===== config.mk =====
export PLATFORM = sky130hd
export DESIGN_NAME = sdes_cipher_core
export DESIGN_NICKNAME = d
export VERILOG_FILES = /design/src/rtl/sdes_cipher_core.sv
export SDC_FILE = /design/constraint.sdc
export NUM_CORES = 1
export LEC_CHECK = 0
export CAP_MARGIN = 20
export CORE_ASPECT_RATIO = 1.2
export CORE_UTILIZATION = 25
export CTS_BUF_LIST = sky130_fd_sc_hd__clkbuf_16
export DETAILED_ROUTE_END_ITERATION = 10
export GPL_TIMING_DRIVEN = 1
export PLACE_DENSITY = 0.45
export SLEW_MARGIN = 15
export SYNTH_ARGS = -nofsm -noshare
export SYNTH_HDL_FRONTEND = slang
export SYNTH_SLANG_ARGS = --single-unit

===== constraint.sdc =====
create_clock -name clk -period 1.9 [get_ports clk]
set_input_delay 0.38 -clock clk [delete_from_list [all_inputs] [get_ports clk]]
set_output_delay 0.38 -clock clk [all_outputs]
set_load 0.01 [all_outputs]

===== src/rtl/sdes_cipher_core.sv =====
// -----------------------------------------------------------------------------
// sdes_cipher_core
//   Sequential S-DES block engine. One 8-bit block is processed at a time:
//   IP, two Feistel rounds keyed by subkeys derived from a 10-bit key, then
//   IP^-1. The FSM walks IDLE -> PERM -> RND1 -> RND2 -> FIN -> IDLE, so the
//   result appears 4 clocks after start is sampled.
//
//   Bit numbering follows the S-DES notation: bit 1 of a value is index 0 of
//   the ascending-range vectors below.
//
// Ports
//   clk         in   1      rising-edge clock
//   reset       in   1      asynchronous active-high reset
//   start       in   1      block request, sampled only in IDLE
//   decrypt     in   1      (only with SDES_DECRYPT_EN) swap subkey order
//   keyIn       in   [0:9]  cipher key
//   inputText   in   [0:7]  plaintext / ciphertext
//   outputText  out  [0:7]  registered result, held until next completion
//   busy        out  1      high from PERM through FIN
//   done        out  1      one-cycle pulse when outputText updates
//
// Configuration
//   SDES_DECRYPT_EN : when defined, adds the decrypt input (latched with the
//                     block). Undefined: encryption only.
// -----------------------------------------------------------------------------
module sdes_cipher_core (
    input  logic       clk,
    input  logic       reset,
    input  logic       start,
`ifdef SDES_DECRYPT_EN
    input  logic       decrypt,
`endif
    input  logic [0:9] keyIn,
    input  logic [0:7] inputText,
    output logic [0:7] outputText,
    output logic       busy,
    output logic       done
);

    localparam int TEXT_W = 8;
    localparam int KEY_W  = 10;

    typedef enum logic [2:0] {
        ST_IDLE = 3'd0,
        ST_PERM = 3'd1,
        ST_RND1 = 3'd2,
        ST_RND2 = 3'd3,
        ST_FIN  = 3'd4
    } state_t;

    // ---------------------------------------------------------------------
    // Permutation and round helpers (indices are S-DES positions minus one)
    // ---------------------------------------------------------------------
    function automatic logic [0:7] perm_ip(input logic [0:7] t);
        perm_ip = {t[1], t[5], t[2], t[0], t[3], t[7], t[4], t[6]};
    endfunction

    function automatic logic [0:7] perm_ip_inv(input logic [0:7] t);
        perm_ip_inv = {t[3], t[0], t[2], t[4], t[6], t[1], t[7], t[5]};
    endfunction

    function automatic logic [0:9] perm_p10(input logic [0:9] k);
        perm_p10 = {k[2], k[4], k[1], k[6], k[3], k[9], k[0], k[8], k[7], k[5]};
    endfunction

    function automatic logic [0:7] perm_p8(input logic [0:9] k);
        perm_p8 = {k[5], k[2], k[6], k[3], k[7], k[4], k[9], k[8]};
    endfunction

    function automatic logic [0:1] sbox0(input logic [3:0] row_col);
        case (row_col)
            4'd0:  sbox0 = 2'd1;  4'd1:  sbox0 = 2'd0;
            4'd2:  sbox0 = 2'd3;  4'd3:  sbox0 = 2'd2;
            4'd4:  sbox0 = 2'd3;  4'd5:  sbox0 = 2'd2;
            4'd6:  sbox0 = 2'd1;  4'd7:  sbox0 = 2'd0;
            4'd8:  sbox0 = 2'd0;  4'd9:  sbox0 = 2'd2;
            4'd10: sbox0 = 2'd1;  4'd11: sbox0 = 2'd3;
            4'd12: sbox0 = 2'd3;  4'd13: sbox0 = 2'd1;
            4'd14: sbox0 = 2'd3;  4'd15: sbox0 = 2'd2;
            default: sbox0 = 2'd0;
        endcase
    endfunction

    function automatic logic [0:1] sbox1(input logic [3:0] row_col);
        case (row_col)
            4'd0:  sbox1 = 2'd0;  4'd1:  sbox1 = 2'd1;
            4'd2:  sbox1 = 2'd2;  4'd3:  sbox1 = 2'd3;
            4'd4:  sbox1 = 2'd2;  4'd5:  sbox1 = 2'd0;
            4'd6:  sbox1 = 2'd1;  4'd7:  sbox1 = 2'd3;
            4'd8:  sbox1 = 2'd3;  4'd9:  sbox1 = 2'd0;
            4'd10: sbox1 = 2'd1;  4'd11: sbox1 = 2'd0;
            4'd12: sbox1 = 2'd2;  4'd13: sbox1 = 2'd1;
            4'd14: sbox1 = 2'd0;  4'd15: sbox1 = 2'd3;
            default: sbox1 = 2'd0;
        endcase
    endfunction

    // Round function: expand/permute R, mix key, S-boxes, P4.
    // S-box address is {row = bits 1,4 ; column = bits 2,3} of each nibble.
    function automatic logic [0:3] round_f(input logic [0:3] r, input logic [0:7] k);
        logic [0:7] x;
        logic [0:1] s0;
        logic [0:1] s1;
        x  = {r[3], r[0], r[1], r[2], r[1], r[2], r[3], r[0]} ^ k;
        s0 = sbox0({x[0], x[3], x[1], x[2]});
        s1 = sbox1({x[4], x[7], x[5], x[6]});
        round_f = {s0[1], s1[1], s1[0], s0[0]};
    endfunction

    // ---------------------------------------------------------------------
    // State
    // ---------------------------------------------------------------------
    state_t              state_q, state_d;
    logic [0:KEY_W-1]    key_q,   key_d;
    logic [0:TEXT_W-1]   blk_q,   blk_d;
    logic [0:TEXT_W-1]   ka_q,    ka_d;
    logic [0:TEXT_W-1]   kb_q,    kb_d;
    logic [0:TEXT_W-1]   out_q,   out_d;
    logic                busy_q,  busy_d;
    logic                done_q,  done_d;
`ifdef SDES_DECRYPT_EN
    logic                dec_q,   dec_d;
`endif

    // Subkeys from the latched key: K1 uses LS1 of each P10 half, K2 uses LS3.
    logic [0:KEY_W-1]    p10_s;
    logic [0:TEXT_W-1]   k1_s;
    logic [0:TEXT_W-1]   k2_s;

    assign p10_s = perm_p10(key_q);
    assign k1_s  = perm_p8({p10_s[1:4], p10_s[0], p10_s[6:9], p10_s[5]});
    assign k2_s  = perm_p8({p10_s[3:4], p10_s[0:2], p10_s[8:9], p10_s[5:7]});

    // Next-state and datapath decode for the block FSM.
    always_comb begin
        state_d = state_q;
        key_d   = key_q;
        blk_d   = blk_q;
        ka_d    = ka_q;
        kb_d    = kb_q;
        out_d   = out_q;
        busy_d  = busy_q;
        done_d  = 1'b0;
`ifdef SDES_DECRYPT_EN
        dec_d   = dec_q;
`endif
        case (state_q)
            ST_IDLE: begin
                if (start) begin
                    state_d = ST_PERM;
                    key_d   = keyIn;
                    blk_d   = inputText;
                    busy_d  = 1'b1;
`ifdef SDES_DECRYPT_EN
                    dec_d   = decrypt;
`endif
                end else begin
                    state_d = ST_IDLE;
                end
            end
            ST_PERM: begin
                state_d = ST_RND1;
                blk_d   = perm_ip(blk_q);
`ifdef SDES_DECRYPT_EN
                if (dec_q) begin
                    ka_d = k2_s;
                    kb_d = k1_s;
                end else begin
                    ka_d = k1_s;
                    kb_d = k2_s;
                end
`else
                ka_d    = k1_s;
                kb_d    = k2_s;
`endif
            end
            ST_RND1: begin
                // First round ends with the half swap.
                state_d = ST_RND2;
                blk_d   = {blk_q[4:7], blk_q[0:3] ^ round_f(blk_q[4:7], ka_q)};
            end
            ST_RND2: begin
                state_d = ST_FIN;
                blk_d   = {blk_q[0:3] ^ round_f(blk_q[4:7], kb_q), blk_q[4:7]};
            end
            ST_FIN: begin
                state_d = ST_IDLE;
                out_d   = perm_ip_inv(blk_q);
                done_d  = 1'b1;
                busy_d  = 1'b0;
            end
            default: begin
                state_d = ST_IDLE;
                busy_d  = 1'b0;
            end
        endcase
    end

    // State and datapath registers; reset aborts any block in flight.
    always_ff @(posedge clk or posedge reset) begin
        if (reset) begin
            state_q <= ST_IDLE;
            key_q   <= 10'd0;
            blk_q   <= 8'd0;
            ka_q    <= 8'd0;
            kb_q    <= 8'd0;
            out_q   <= 8'd0;
            busy_q  <= 1'b0;
            done_q  <= 1'b0;
`ifdef SDES_DECRYPT_EN
            dec_q   <= 1'b0;
`endif
        end else begin
            state_q <= state_d;
            key_q   <= key_d;
            blk_q   <= blk_d;
            ka_q    <= ka_d;
            kb_q    <= kb_d;
            out_q   <= out_d;
            busy_q  <= busy_d;
            done_q  <= done_d;
`ifdef SDES_DECRYPT_EN
            dec_q   <= dec_d;
`endif
        end
    end

    assign outputText = out_q;
    assign busy       = busy_q;
    assign done       = done_q;

endmodule

==> results of run 1 <==
[final cells by class]
cell class,instances,share of cell area
tap,120,0.0502
sequential,41,0.343
inverter,8,0.0100
clock inverter,3,0.00376
clock buffer,5,0.0418
multi-input combinational,146,0.399
timing repair buffer,49,0.152
[logic make-up (layout without fill, tap and decap cells)]
family                     after synthesis  in the layout
AOI/OAI and AO/OA                       43             43
DFF                                     41             41
and+or+nand+nor                         41             41
muxes                                   35             35
xor gates and xnor gates                25             25
buffers and inverters                   20             65
adders and majority gates                2              2
[tightest hold or removal path, cell delays in order]
cell and delay, ps:
clkdlybuf4s50_1 400, inv_1 90, buf_12 250
[cell usage in the layout (no fill, tap or decap), types with 2 or more instances in the layout]
cell             Yosys  routed
nand2b_1             2       2
nor2b_1              2       2
inv_1                7      10
mux2_2              28      28
or3_1                2       2
a22oi_1              5       5
xor2_1               8       8
a21oi_1              7       7
clkdlybuf4s50_1      0      30
o31ai_1              2       2
mux2i_1              7       7
dfrtp_1             41      41
clkbuf_16            0       5
xnor2_4              2       2
nand2_1             12      12
o21a_1               3       3
a2bb2oi_1            2       2
o21ai_0             10      10
o22ai_1              3       3
ha_1                 2       2
nand3_1              4       4
nor2_1               8       8
buf_4                0      18
xnor2_1             14      14
nor3b_1              3       3
nand3b_1             2       2
[power groups by stage]
| stage | sequential [W] | clock, W | combinational [W] |
|---|---|---|---|
| global placement | 0.00182 | 0 | 0.00355 |
| global route | 0.00188 | 0.000858 | 0.00394 |
| finish | 0.00179 | 0.000787 | 0.00354 |
| detailed placement | 0.00183 | 0 | 0.00358 |
| CTS | 0.00181 | 0.000828 | 0.00360 |
| floorplan | 0.00164 | 0 | 0.00274 |
[stage by stage]
step / cells / setup WS [ps]
after global placement: 364 / 84.7
after global routing: 372 / 30.9
after detailed placement: 364 / 68.6
after floorplan: 207 / 283
after CTS: 372 / 129
final: 372 / 162
[layer usage]
layer	vias up	routed length, um	track usage
met5	-	0	0
met4	0	61	0.0357
met3	7	215	0.0254
met2	36	2480	0.180
met1	815	2250	0.144
li1	826	-	-
[state kept, by name, indices dropped and copies added (netlist names)]
register,count
done,1
ka_q,7
key_q,10
blk_q,8
busy,1
outputText,8
state_q,3
kb_q,3
[synth_stat cells, drive strengths merged (5+ instances only)]
library cell and number:
a21oi 7, xnor2 17, inv 8, a22oi 5
dfrtp 41, mux2 28, mux2i 7, o21ai 10
nand2 12, xor2 8, buf 9, nor2 8
[worst max-delay path by stage]
stage	start	end	slack [ps]	cells past startpoint
floorplan	blk_q[5]	blk_q[7]	280	6
global placement	start	key_q[8]	80	4
detailed placement	start	blk_q[3]	70	7
CTS	blk_q[6]	blk_q[1]	130	5
global route	blk_q[5]	blk_q[3]	30	6
finish	blk_q[6]	blk_q[7]	160	5
==> qor.txt, run 1 <==
R2R setup slack -> 160 ps
ys async rst share -> 1.00
Top delay family on crit path -> simple AND/OR/NAND/NOR gates
Yosys top cell area share -> 0.443
Clock Skew -> 3.19 ps
DP Wirelength -> 3.72 mm
worst-case hold slack -> 469 ps
maximum VDD drop -> 0.545 mV
mapped cell area -> 0.00232 mm2
ANT cells -> 0
fin area -> 0.00299 mm2
standard-cell rows -> 38
leak pwr -> 1.25 nW
WL per Instance -> 13.5 um
worst skew pair latency -> 280 ps
Critical Path Sink Type -> register
first-pass GRT wire length -> 8.31 mm
Yosys top cell by area -> dfrtp_1
GRT overflow -> 0
synth top area cells -> dfrtp_1, mux2_2, xnor2_1
WP data arrival -> 1930 ps
final setup TNS -> 0 ps
fillcell total -> 955
PortBufs -> 30
CP required -> 2090 ps
Worst slew margin -> 0.688
sw power -> 0.00235 W
1st-pass router iterations -> 4
distinct cell type count after synthesis -> 45
post-CTS sizing -> 0
CTS tree -> done
Ports -> 31
Die Width -> 89.9 um
Tot Pwr -> 0.00611 W
Sequential Power Share -> 0.293
main flop type after synthesis -> dfrtp_1
Vias/cell -> 4.53
xor and xnor fraction of the mapped netlist area -> 0.114
CTS Buffer Depth -> 2
post-placement cell area -> 0.00286 mm2
Worst path max stage delay -> 500 ps
Net Sw Frac -> 0.385
Pint -> 0.00376 W
Total Wirelength -> 5.01 mm
Final Cycle Share -> 0.915
drt drc -> 0
cts hold-fix bufs -> 0
1st-iter DRT viols -> 71
initial antenna violation count -> 0
startpoint types -> register
largest net degree at the start of global routing -> 42
area of the multi-input gates -> 0.00119 mm2
Clk pwr share -> 0.129
synthesized net count -> 230
Final Hold Fails -> 0
CTS Sinks -> 41
Placeable Area -> 0.00903 mm2
largest family of logic cells by synthesized area -> multiplexers
Max Clk Rate -> 575 MHz
R2R cell count -> 5
Hold WC Path Type -> primary input to async pin
maxcap violations -> 0
CP Buf/Inv Count -> 0
GPL Wtd Cong -> 0.785
post-route minimum period -> 1740 ps
crit-path cells -> xor2_1 > and3_1 > o21a_1 > or3_1 > a41oi_1
H-Tree Depth -> 2
PwrDens -> 2040 mW/mm2
WS Path Type -> register to register
Clock Tree Root -> clkbuf_16
Seq/Total Area, Yosys -> 0.443
Setup Buffers After CTS -> 0
Final ANT Viol Nets -> 0
slowest stage cell on the critical path -> dfrtp_1
actual slew at the worst max-slew pin -> 468 ps
area growth from synthesis to layout -> 29.0%
layout cells sized above 1 -> 0.238
Synth Area in Compound Gates -> 0.127
via count -> 1684
Die ar. -> 0.00966 mm2
Synth Register Bits -> 41
final net count -> 274
Final setup viols -> 0
RSZ-0062 raised after global routing -> no
EDFF count, synth -> 0
Critical Path Fanout Max -> 6
Synth Warn # -> 0
CTS buffer count -> 5
Post-Synth Adder-Cell Area -> 0.0108
Reg2Reg Launch Point -> blk_q[6]
post-synthesis mux area share -> 0.166
die height -> 107 um
worst r2r dst -> blk_q[7]
status -> complete, no violations
starting density of the core -> 0.257
FF+latch area -> 0.00103 mm2
combinational share of power -> 0.578
mean post-synth cell area -> 11.2 um2
overall global routing resource usage -> 0.110
Post-Synthesis Cells -> 207
Post-Synth Simple-Gate Area -> 0.0939
vias in the first global route -> 1594
Reg clk slew, reported paths -> 60 ps
fin. max-slew vios -> 0
Final Core Density -> 0.331
No activity file was read; power rests on OpenSTA's default activity.
==> inputs of run 2 (changes only) <==
- MAX_ROUTING_LAYER: unset -> met4
==> run 2 against run 1 <==
- die area is the same
- hold slack hardly changed
- combinational power about the same
- global-route usage up 0.30 points
- register-to-register slack is essentially flat
==> qor.txt, run 2 (synthesis gave the netlist of run 1 again) <==
status -> complete, no violations
Clock Skew -> 3.46 ps
maxcap violations -> 0
Critical Path Sink Type -> register
RSZ-0062 raised after global routing -> no
Final ANT Viol Nets -> 0
layout cells sized above 1 -> 0.238
die height -> 107 um
most common cell after layout, fill and taps aside -> dfrtp_1
initial antenna violation count -> 0
crit path capture -> blk_q[3]
fillcell total -> 955
area growth from synthesis to layout -> 29.0%
CTS Sinks -> 41
R2R setup slack -> 170 ps
Critical Path Fanout Max -> 6
final net count -> 274
CTS buffer count -> 5
worst setup margin -> 166 ps
CP startpoint -> blk_q[5]
WP data arrival -> 1930 ps
largest net degree at the start of global routing -> 42
Sequential Power Share -> 0.293
GRT overflow -> 0
Clk pwr share -> 0.129
worst r2r dst -> blk_q[3]
Final Hold Fails -> 0
vias in the first global route -> 1597
Ports -> 31
sw power -> 0.00236 W
Die ar. -> 0.00966 mm2
max reg flops -> 10
PortBufs -> 30
standard-cell rows -> 38
overall global routing resource usage -> 0.113
Final Cycle Share -> 0.913
DP Wirelength -> 3.72 mm
Setup Buffers After CTS -> 0
CP required -> 2100 ps
Pint -> 0.00376 W
combinational share of power -> 0.579
Vias/cell -> 4.52
via count -> 1681
Hold WC Path Type -> primary input to async pin
Final Core Density -> 0.331
starting density of the core -> 0.257
Die Width -> 89.9 um
Clock Tree Root -> clkbuf_16
startpoint types -> register
Reg2Reg Launch Point -> blk_q[5]
cts hold-fix bufs -> 0
WS Path Type -> register to register
Final setup viols -> 0
Worst slew margin -> 0.688
1st-pass router iterations -> 4
Max Clk Rate -> 577 MHz
1st-iter DRT viols -> 66
H-Tree Depth -> 2
final setup TNS -> 0 ps
first-pass GRT wire length -> 8.29 mm
post-CTS sizing -> 0
CTS tree -> done
most frequent cells in the layout -> dfrtp_1, clkdlybuf4s50_1, mux2_2
worst slack, placed -> 68.6 ps
Placeable Area -> 0.00903 mm2
maximum VDD drop -> 0.545 mV
post-route minimum period -> 1730 ps
WL per Instance -> 13.5 um
Total Wirelength -> 5.01 mm
leak pwr -> 1.25 nW
largest reg by FF count -> key_q
GPL Wtd Cong -> 0.796
R2R cell count -> 6
CTS Buffer Depth -> 2
fin. max-slew vios -> 0
worst skew pair latency -> 280 ps
PwrDens -> 2040 mW/mm2
Reg clk slew, reported paths -> 60 ps
actual slew at the worst max-slew pin -> 468 ps
ANT cells -> 0
Net Sw Frac -> 0.385
drt drc -> 0
[run 2: how the worst min path moves through the flow]
stage	start	to	slack, ps	cells after the start
after floorplan	key_q[0]	key_q[0]	470	1
after global placement	busy	busy	470	1
after detailed placement	busy	busy	470	1
after CTS	reset	key_q[4]	480	3
after global routing	busy	busy	500	1
final	reset	key_q[0]	470	3
[run 2: power groups by stage]
stage	clock network, W	registers, W	logic (W)
global placement	0	0.00182	0.00355
finish	0.000787	0.00179	0.00354
CTS	0.000828	0.00181	0.00360
global route	0.000855	0.00188	0.00394
floorplan	0	0.00164	0.00274
detailed placement	0	0.00183	0.00358
[run 2: worst max-delay path, stage by stage, from the launching register on]
cell and delay, ps:
dfrtp_1 480, buf_4 220, xnor2_1 210, nand2b_1 130, mux2i_1 90, a2111o_1 440
o211ai_1 80
[run 2: metal layers]
layer / part of all wire / routed length [um] / global-route usage
met2: 0.49 / 2470 / 0.180
met5: 0 / 0 / -
met4: 0.013 / 67 / 0.0357
met3: 0.040 / 202 / 0.0254
met1: 0.45 / 2270 / 0.144
[run 2: stage by stage]
| stage | power [W] | cell area (um2) | hold slack [ps] | std cells |
|---|---|---|---|---|
| 3_3_place_gp | 0.00537 | 2860 | 468 | 364 |
| 6_report | 0.00612 | 2990 | 469 | 372 |
| 3_5_place_dp | 0.00541 | 2860 | 469 | 364 |
| 2_1_floorplan | 0.00438 | 2320 | 475 | 207 |
| 4_1_cts | 0.00624 | 2990 | 476 | 372 |
| 5_1_grt | 0.00667 | 2990 | 502 | 372 |
[run 2: final cells by class]
cell class              count  area, um2  area share
clock buffers               5        125      0.0418
clock inverters             3       11.3     0.00376
inverters                   8       30.0      0.0100
multi-input cells         146       1190       0.399
flip-flops and latches     41       1030       0.343
well taps                 120        150      0.0502
repair buffers             49        455       0.152
